File: config.mk
export PLATFORM = sky130hd
export DESIGN_NAME = seq_shift_add_mul
export DESIGN_NICKNAME = d
export VERILOG_FILES = /design/src/rtl/seq_shift_add_mul_pkg.sv /design/src/rtl/seq_shift_add_mul.sv
export SDC_FILE = /design/constraint.sdc
export NUM_CORES = 1
export LEC_CHECK = 0
export ABC_AREA = 0
export ABC_CLOCK_PERIOD_IN_PS = 7400
export CORE_ASPECT_RATIO = 0.8
export CORE_UTILIZATION = 40
export DETAILED_ROUTE_END_ITERATION = 8
export GPL_TIMING_DRIVEN = 0
export SETUP_SLACK_MARGIN = 0.02
export SLEW_MARGIN = 20
export SYNTH_ARGS = -nofsm -noshare
export SYNTH_HDL_FRONTEND = slang
export SYNTH_SLANG_ARGS = --single-unit
File: constraint.sdc
create_clock -name CLK -period 7.4 [get_ports CLK]
set_input_delay 1.11 -clock CLK [delete_from_list [all_inputs] [get_ports CLK]]
set_output_delay 1.11 -clock CLK [all_outputs]
set_load 0.01 [all_outputs]
File: src/rtl/seq_shift_add_mul_pkg.sv
// rtl/seq_shift_add_mul_pkg.sv - shared state encodings and sizing helpers for the iterative multiplier
package seq_shift_add_mul_pkg;

    typedef enum logic [1:0] {
        ST_IDLE = 2'd0,
        ST_RUN  = 2'd1,
        ST_FIX  = 2'd2
    } state_e;

    localparam int DEFAULT_WIDTH = 32;

    function automatic int cnt_width(input int w);
        return (w > 1) ? $clog2(w) : 1;
    endfunction

endpackage

File: src/rtl/seq_shift_add_mul.sv
// rtl/seq_shift_add_mul.sv - radix-2 shift-add multiplier, one multiplier bit per clock
module seq_shift_add_mul
    import seq_shift_add_mul_pkg::*;
#(
    parameter int WIDTH      = DEFAULT_WIDTH,
    parameter bit EARLY_EXIT = 1'b1
) (
    input  logic               CLK,
    input  logic               RST,
    input  logic               Start,
    input  logic               Signed,
    input  logic [WIDTH-1:0]   A,
    input  logic [WIDTH-1:0]   B,
    output logic               Busy,
    output logic               Done,
    output logic [2*WIDTH-1:0] Product
);

    localparam int               CNT_W    = cnt_width(WIDTH);
    localparam logic [CNT_W-1:0] CNT_LAST = CNT_W'(WIDTH - 1);

    state_e             state_q;
    logic [CNT_W-1:0]   cnt_q;
    logic [2*WIDTH-1:0] mcand_q;
    logic [2*WIDTH-1:0] acc_q;
    logic [2*WIDTH-1:0] product_q;
    logic [WIDTH-1:0]   mult_q;
    logic               neg_q;
    logic               done_q;
    logic               busy_q;

    logic [WIDTH-1:0]   mag_a_d;
    logic [WIDTH-1:0]   mag_b_d;
    logic [WIDTH-1:0]   mult_d;
    logic [2*WIDTH-1:0] acc_d;
    logic [2*WIDTH-1:0] product_d;
    logic               neg_d;
    logic               run_last_d;

    // The most-negative operand negates to itself, which read unsigned is exactly 2^(W-1).
    always_comb begin
        mag_a_d    = (Signed && A[WIDTH-1]) ? -A : A;
        mag_b_d    = (Signed && B[WIDTH-1]) ? -B : B;
        neg_d      = Signed & (A[WIDTH-1] ^ B[WIDTH-1]);
        mult_d     = mult_q >> 1;
        acc_d      = mult_q[0] ? (acc_q + mcand_q) : acc_q;
        run_last_d = (cnt_q == CNT_LAST) || (EARLY_EXIT && (mult_d == '0));
        product_d  = neg_q ? -acc_q : acc_q;
    end

    always_ff @(posedge CLK or posedge RST) begin
        if (RST) begin
            state_q   <= ST_IDLE;
            cnt_q     <= '0;
            mcand_q   <= '0;
            acc_q     <= '0;
            product_q <= '0;
            mult_q    <= '0;
            neg_q     <= 1'b0;
            done_q    <= 1'b0;
            busy_q    <= 1'b0;
        end else begin
            case (state_q)
                ST_IDLE: begin
                    done_q <= 1'b0;
                    busy_q <= 1'b0;
                    // The Done cycle is still part of the previous operation, so Start is refused there.
                    if (Start && !done_q) begin
                        mcand_q <= {{WIDTH{1'b0}}, mag_a_d};
                        mult_q  <= mag_b_d;
                        neg_q   <= neg_d;
                        acc_q   <= '0;
                        cnt_q   <= '0;
                        busy_q  <= 1'b1;
                        state_q <= ST_RUN;
                    end
                end
                ST_RUN: begin
                    acc_q   <= acc_d;
                    mcand_q <= mcand_q << 1;
                    mult_q  <= mult_d;
                    cnt_q   <= cnt_q + CNT_W'(1);
                    if (run_last_d) begin
                        state_q <= ST_FIX;
                    end
                end
                ST_FIX: begin
                    product_q <= product_d;
                    done_q    <= 1'b1;
                    state_q   <= ST_IDLE;
                end
                default: begin
                    state_q <= ST_IDLE;
                end
            endcase
        end
    end

    assign Busy    = busy_q;
    assign Done    = done_q;
    assign Product = product_q;

endmodule

; ---- Word level (Yosys, flattened, before mapping)
; Cells that the tools add are included.
[op_classes]
n_addsub = 5
n_eq_ne = 6
muxes = 17
n_bitwise = 2
n_reduce_logical = 13
[ops]
columns = op, n
row1 = $mux 64, 4
row2 = $pmux 64 s2, 2
row3 = $mux 32, 3
row4 = $add 64x64->64, 1
row5 = $neg 32->32, 2
row6 = $neg 64->64, 1
row7 = $pmux 32 s2, 1
row8 = $logic_not 32->1, 1
row9 = $pmux 5 s2, 1
row10 = $ne 2x2->1 const B, 3
row11 = $reduce_and 2->1, 3
row12 = $add 5x1->5 const B, 1
row13 = $eq 5x5->1 const B, 1
row14 = $mux 5, 1
row15 = $mux 2, 2
row16 = $pmux 2 s2, 1
row17 = $reduce_bool 2->1, 2
row18 = $logic_and 1x1->1, 3
row19 = $reduce_and 3->1, 1
row20 = $eq 2x1->1 const B, 1
row21 = $eq 2x2->1 const B, 1
row22 = $logic_not 2->1, 1
row23 = $pmux 1 s2, 1
row24 = $and 1x1->1, 1
row25 = other kinds (4), 4
[totals]
ff_bits = 234
out_inout_bits = 66
word_cells = 52

; ---- Longest topological paths before layout
; Gate-level depths: netlist of run 1.
[depth]
word_depth = 4
depth_mapped = 14
depth_no_buf = 14

; ---- Least setup slack after synthesis of run 1
; No wires, ideal clock.
[synth_path]
path_kind = input -> register
from = input port A[5]
to = register mcand_q[30]
setup_time_ps = 133
t_arrival_ps = 3597
path_slack_ps = 3669
stages = 10
path_cell_list = nor4_1 -> nand2_1 -> or4_1 -> or4_1 -> nor4_1 -> inv_1 -> o21ai_0 -> o21ai_0 -> xnor2_1 -> o21ai_0
[synth_via]
elab_chain_len = 4
[synth_rtl]
columns = item, line
row1 = start: declaration, seq_shift_add_mul.sv:12  ; input logic [WIDTH-1:0] A,
row2 = $neg 32->32, seq_shift_add_mul.sv:42  ; mag_a_d = (Signed && A[WIDTH-1]) ? -A : A;
row3 = $mux 32, seq_shift_add_mul.sv:42
row4 = $mux 64, seq_shift_add_mul.sv:68  ; if (Start && !done_q) begin
row5 = $pmux 64 s2, seq_shift_add_mul.sv:63  ; case (state_q)
row6 = end signal: assignment, seq_shift_add_mul.sv:69  ; mcand_q <= {{WIDTH{1'b0}}, mag_a_d};
row7 = end signal: assignment, seq_shift_add_mul.sv:80  ; mcand_q <= mcand_q << 1;
row8 = end: declaration, seq_shift_add_mul.sv:24  ; logic [2*WIDTH-1:0] mcand_q;
; No other way between the ends. The select of a mux whose other input is x is not followed.
; A chain may end at the register's enable or synchronous reset.

; ---- Worst setup path after layout of run 1
[layout_path]
from = input port A[3]
to = register mcand_q[30]
; Same word-level chain as after synthesis.

==> impl_metrics.ini, run 1 <==
[sta]
worst_slew_pin_slew_ns = 0.975
rsz0062_at_grt = no
hold_viol = 0
post-route-period-util = 0.572
fin_crit_ns = 4.23
finalClockSkew_ns = 0.0202
slew_headroom = 0.347
max_freq_mhz = 236
setup_tns_ns = 0
slew_viol_final = 0
setup_viol = 0

[clock_network]
root_buffer = clkbuf_16
post_cts_buffers = 0
cts_hold_buffers = 0
cts_resized = 0
clk_latency_ns = 0.55
cts_sinks = 234
ctsHtreeMaxLevel = 1
path_clk_slew_ns = 0.06
cts_tree = built
ctsLongestPathBuffers = 3
cts_buffers = 27

[power_and_ir_drop]
p_per_area_mw_per_mm2 = 406
total_power_mw = 7.25
power_leakage_nw = 7.68
ir_worst_vdd_v = 0.000191

[worst_hold_path]
hp-class = flop to flop
worstHoldStart = Product[39]$_DFFE_PP0P_

[detailed_routing]
ant_nets = 0
drtIter0Drc = 1222
routed_wl_um = 44800
first_pass_iters = 5
vias = 13600
drc = 0
wl_per_cell_um = 18.6
vias_per_cell = 5.65

[flow_run]
drv_cap = 0

[floorplan]
core_area_mm2 = 0.0364
design.die.area_mm2 = 0.0382
dieHeight_um = 175
io_pins = 134
num_rows = 62
die_w_um = 218
start_util = 0.411

[worst_setup_path]
critPathKind = input port to flop
crit_top_cell = o21ai_0
cp_slowest_stage_delay_ns = 0.53
worstSetupEndpointType = flop
crit_arrival_ns = 4.65
reg2reg_from = acc_q[7]$_DFFE_PP0P_
path_max_fanout = 5
slowest_stage = or4_1
crit_start = A[3]
cp_cell_sequence = clkdlybuf4s50_1, nor4_1, nand2_1, or4_1, or4_1, nor4_1, inv_1, o21ai_0, o21ai_0, xnor2_1, o21ai_0
cp-start-kind = input port
cp_num_buf_inv = 2
worstPathRequired_ns = 7.82
critical-path-top-delay-family = simple AND/OR/NAND/NOR gates

[global_route]
grt_pass1_vias = 12800
antenna_found_initial = 0
grtUsageTotal = 0.238
grt_pass1_wl_um = 72100
grt_max_degree = 36
grt-ovfl-total = 0

[logic_synthesis]
yosysTopAreaCellShare = 0.391
syn_avg_cell_area_um2 = 8.58
syn_inst = 1744
synth_edf_count = 0
netlist-cell-type-count = 63
synthFlopType = dfrtp_1
ys_warn_count = 0
seq_area_frac_synth = 0.391
yosys.area.top_type = dfrtp_1
synth-async-reset-ratio = 1.00
syn_area_mm2 = 0.0150
synthesis.nets = 1881
ys_seq_elements = 234
synthTopCellsByArea = dfrtp_1 (39%), o21ai_0 (8.8%), nand2_1 (7.2%), xor2_1 (7.1%), ha_1 (5.7%)

[final_layout]
drive_gt1_frac = 0.0368
fin_area_mm2 = 0.0179
area_growth_pct = 19.5
nNetsFinal = 2050
num_antenna_cells = 0
fin_util = 0.491

[place]
placedInstanceArea_mm2 = 0.0170
place_congestion = 0.917
dp_hpwl_um = 35100
io_buffers = 133

[run_status]
status = completed
cell usage in the layout (no fill, tap or decap), types with 6 or more instances in the layout:
cell type and count:
a21o_1 28, nor2b_1 9, clkbuf_1 91, or4_1 13, dfrtp_1 234, buf_1 6, buf_12 7, clkbuf_16 27
nand2b_1 14, xor2_1 121, and3_1 9, a22oi_1 58, ha_1 68, nor3_1 27, clkdlybuf4s50_1 133, o21a_1 15
nor2_1 47, nor4_1 21, and2_1 11, o211ai_1 7, o31ai_1 35, nand4_1 15, a31oi_1 10, or3_1 12
a21oi_1 89, nand3_1 64, o41ai_1 15, inv_1 31, o21ai_0 263, xnor2_1 60, nand2_1 287, o21bai_1 12
where the power goes:
group / switching [mW] / internal [mW] / leakage, nW
clock network: 0.534 / 0.740 / 0.407
logic: 2.19 / 1.40 / 4.20
registers: 0.607 / 1.78 / 3.07
total: 3.33 / 3.92 / 7.68
worst paths after layout:
path / endpoint / slack (ns) / depth (start not counted)
max: mcand_q[30]$_DFFE_PP0P_ / 3.17 / 11
min reg2reg: Product[39]$_DFFE_PP0P_ / 0.48 / 2
min in group asynchronous: Product[14]$_DFFE_PP0P_ / 0.97 / 2
min: Product[39]$_DFFE_PP0P_ / 0.48 / 2
max in group asynchronous: mult_q[21]$_DFFE_PP0P_ / 5.43 / 5
max reg2reg: acc_q[63]$_DFFE_PP0P_ / 3.24 / 11
cells in the mapped netlist, drive strengths merged (22+ instances only):
cell and n:
xor2 121, nor3 27, a21oi 89, nor4 22, o31ai 36, clkbuf 85, ha 68, xnor2 60
a22oi 58, nand3 64, o21ai 264, dfrtp 234, a21o 28, nand2 287, nor2 47, inv 32
metrics by stage:
step | hold slack, ns | worst slack, ns | instances
3_3_place_gp | 0.463 | 1.37 | 2357
3_5_place_dp | 0.469 | 2.64 | 2364
2_1_floorplan | 0.449 | 3.23 | 1744
5_1_grt | 0.491 | 2.85 | 2410
6_report | 0.478 | 3.17 | 2410
4_1_cts | 0.482 | 3.22 | 2410
sequential cells by signal, indices dropped and copies added, names as in the netlist:
name and flops:
Busy 1, mcand_q 64, state_q 2, neg_q 1
cnt_q 5, mult_q 32, Product 64, acc_q 64
Done 1
worst reg2reg max path, stage by stage, from the launching register on:
cell and delay [ns]:
dfrtp_1 0.47, ha_1 0.41, nand3_1 0.20, or3_1 0.43
o22ai_1 0.20, a311oi_1 0.20, o31ai_1 0.76, a31oi_1 0.24
or4_1 0.64, o31ai_1 0.30, a221oi_1 0.14, o31ai_1 0.08
cell families (layout without fill, tap and decap cells):
logic type,count (synthesis),in the layout,share of synthesized area
adder cells (fa/ha/maj),69,69,0.0582
buffers and inverters,125,311,0.0319
AND/OR/NAND/NOR,557,557,0.177
XOR/XNOR,181,181,0.106
AO/OA/AOI/OAI,577,577,0.235
flip-flops,234,234,0.391
multiplexers,1,1,0.000669
final cells by class:
type                    count  area [µm²]
fillers                  3520       18500
multi-input cells        1385        8640
flip-flops and latches    234        5860
repair buffers            140        1470
clock buffers              37         753
well taps                 480         601
plain buffers              93         358
inverters                  32         124
clock inverters             9        78.8
per-layer routing:
layer	track usage	wire length, µm
met4	0.0492	925
met3	0.0273	2540
met2	0.333	17900
met5	0	0
met1	0.383	23400
Power figures use the tool's default switching activity.
==> run 2: changes to the inputs <==
- ABC_CLOCK_PERIOD_IN_PS: 7400 -> 4050
- clock period: 7.4 -> 4.05 ns (I/O delays scaled with it)
==> run 2 against run 1 <==
Critical path depth up 1. Global-route usage unchanged. Flip-flop and latch count did not move. Worst hold slack worse by 0.016 ns. Cell count is essentially flat. Via count is 0.20% lower. Sequential share of layout area is 0.096 points lower. Largest power group unchanged. Critical endpoint is now Product[62]$_DFFE_PP0P_.
==> impl_metrics.ini, run 2 (same netlist as run 1, synthesis figures left out) <==
[sta]
max_freq_mhz = 267
hold_viol = 0
rsz0062_at_grt = yes
setup_tns_ns = 0
fin_crit_ns = 3.75
worst_slew_pin_slew_ns = 0.966
setup_slack_ns = 0.298
post-route-period-util = 0.926
slew_viol_final = 0
finalClockSkew_ns = 0.0196
setup_viol = 0
slew_headroom = 0.353

[place]
dp_slack_ns = -0.206
placedInstanceArea_mm2 = 0.0170
dp_hpwl_um = 35100
place_congestion = 0.917
io_buffers = 133

[clock_network]
cts_buffers = 27
cts_hold_buffers = 0
root_buffer = clkbuf_16
cts_tree = built
clk_latency_ns = 0.55
cts_sinks = 234
ctsHtreeMaxLevel = 1
ctsLongestPathBuffers = 3
path_clk_slew_ns = 0.06

[worst_setup_path]
worstSetupEndpointType = flop
worstPathRequired_ns = 4.46
r2r_slack_ns = 0.30
critPathKind = flop to flop
cp-start-kind = flop
crit_arrival_ns = 4.16
path_max_fanout = 8

[power_and_ir_drop]
ir_worst_vdd_v = 0.000349
p_per_area_mw_per_mm2 = 740
power_leakage_nw = 7.69

[detailed_routing]
drtIter0Drc = 1316
vias_per_cell = 5.63
routed_wl_um = 44800
ant_nets = 0
first_pass_iters = 5
wl_per_cell_um = 18.6
vias = 13600
drc = 0

[global_route]
grt_max_degree = 36
grt_pass1_vias = 12800
grt_pass1_wl_um = 72100
grt-ovfl-total = 0
grtUsageTotal = 0.238
antenna_found_initial = 0

[worst_hold_path]
hp-class = input port to asynchronous set/reset pin

[final_layout]
nNetsFinal = 2052
drive_gt1_frac = 0.0404
num_antenna_cells = 0
area_growth_pct = 19.8
fin_util = 0.493
layout_commonest_cell = nand2_1
final_cell_mix = nand2_1 (287), o21ai_0 (262), dfrtp_1 (234), clkdlybuf4s50_1 (133), xor2_1 (121)
fin_area_mm2 = 0.0179

[flow_run]
drv_cap = 0

[floorplan]
die_w_um = 218
io_pins = 134
design.die.area_mm2 = 0.0382
start_util = 0.411
core_area_mm2 = 0.0364
dieHeight_um = 175
num_rows = 62

[run_status]
status = completed
==> run 2: cell type report <==
class                      instances  area, µm²
inverter                          32        124
clock inverter                     9       78.8
sequential                       234       5860
clock buffer                      37        753
fill                            3516      18500
timing repair buffer             142       1490
buffer                            93        358
tap                              480        601
multi-input combinational       1385       8670
==> run 2: what timing repair did <==
item,CTS,global route
gates cloned,0,0
gates resized for setup,1,6
buffers inserted,0,2
endpoints found under the setup margin,1,10
pin swaps,0,2
==> run 2: worst max-delay path, stage by stage, from the launching register on <==
cell	delay [ns]
dfrtp_1	0.46
or3_4	0.42
or3_4	0.34
or4_4	0.45
nor4_4	0.18
nand2b_1	0.13
or4_4	0.51
nand2b_1	0.15
buf_2	0.19
nand2b_4	0.16
o31ai_1	0.31
xor2_1	0.22
o21ai_0	0.10
==> run 2: metrics by stage <==
step	power [mW]	instances	hold slack, ns
floorplan	8.48	1744	0.449
global placement	10.7	2357	0.463
detailed placement	10.9	2364	0.469
CTS	13.3	2410	0.465
global route	14.3	2412	0.491
finish	13.3	2412	0.462
==> run 2: per-layer routing <==
layer / share of wire / track usage / vias up
li1: - / - / 6659
met1: 0.53 / 0.384 / 6489
met2: 0.40 / 0.333 / 379
met3: 0.054 / 0.0273 / 58
met4: 0.020 / 0.0492 / 0
met5: 0 / 0 / -
==> run 2: final timing paths <==
kind	startpoint	endpoint	cells past startpoint
max reg2reg	acc_q[25]$_DFFE_PP0P_	Product[62]$_DFFE_PP0P_	12
min in group CLK	Product[7]$_DFFE_PP0P_	Product[7]$_DFFE_PP0P_	2
max in group asynchronous	RST	mult_q[21]$_DFFE_PP0P_	5
min	RST	Product[14]$_DFFE_PP0P_	2
min reg2reg	Product[7]$_DFFE_PP0P_	Product[7]$_DFFE_PP0P_	2
max	acc_q[25]$_DFFE_PP0P_	Product[62]$_DFFE_PP0P_	12
==> run 2: power by group <==
group	internal [mW]	total [mW]	switching, mW
Combinational	2.58	6.58	4.00
Clock	1.35	2.33	0.977
Sequential	3.25	4.36	1.11
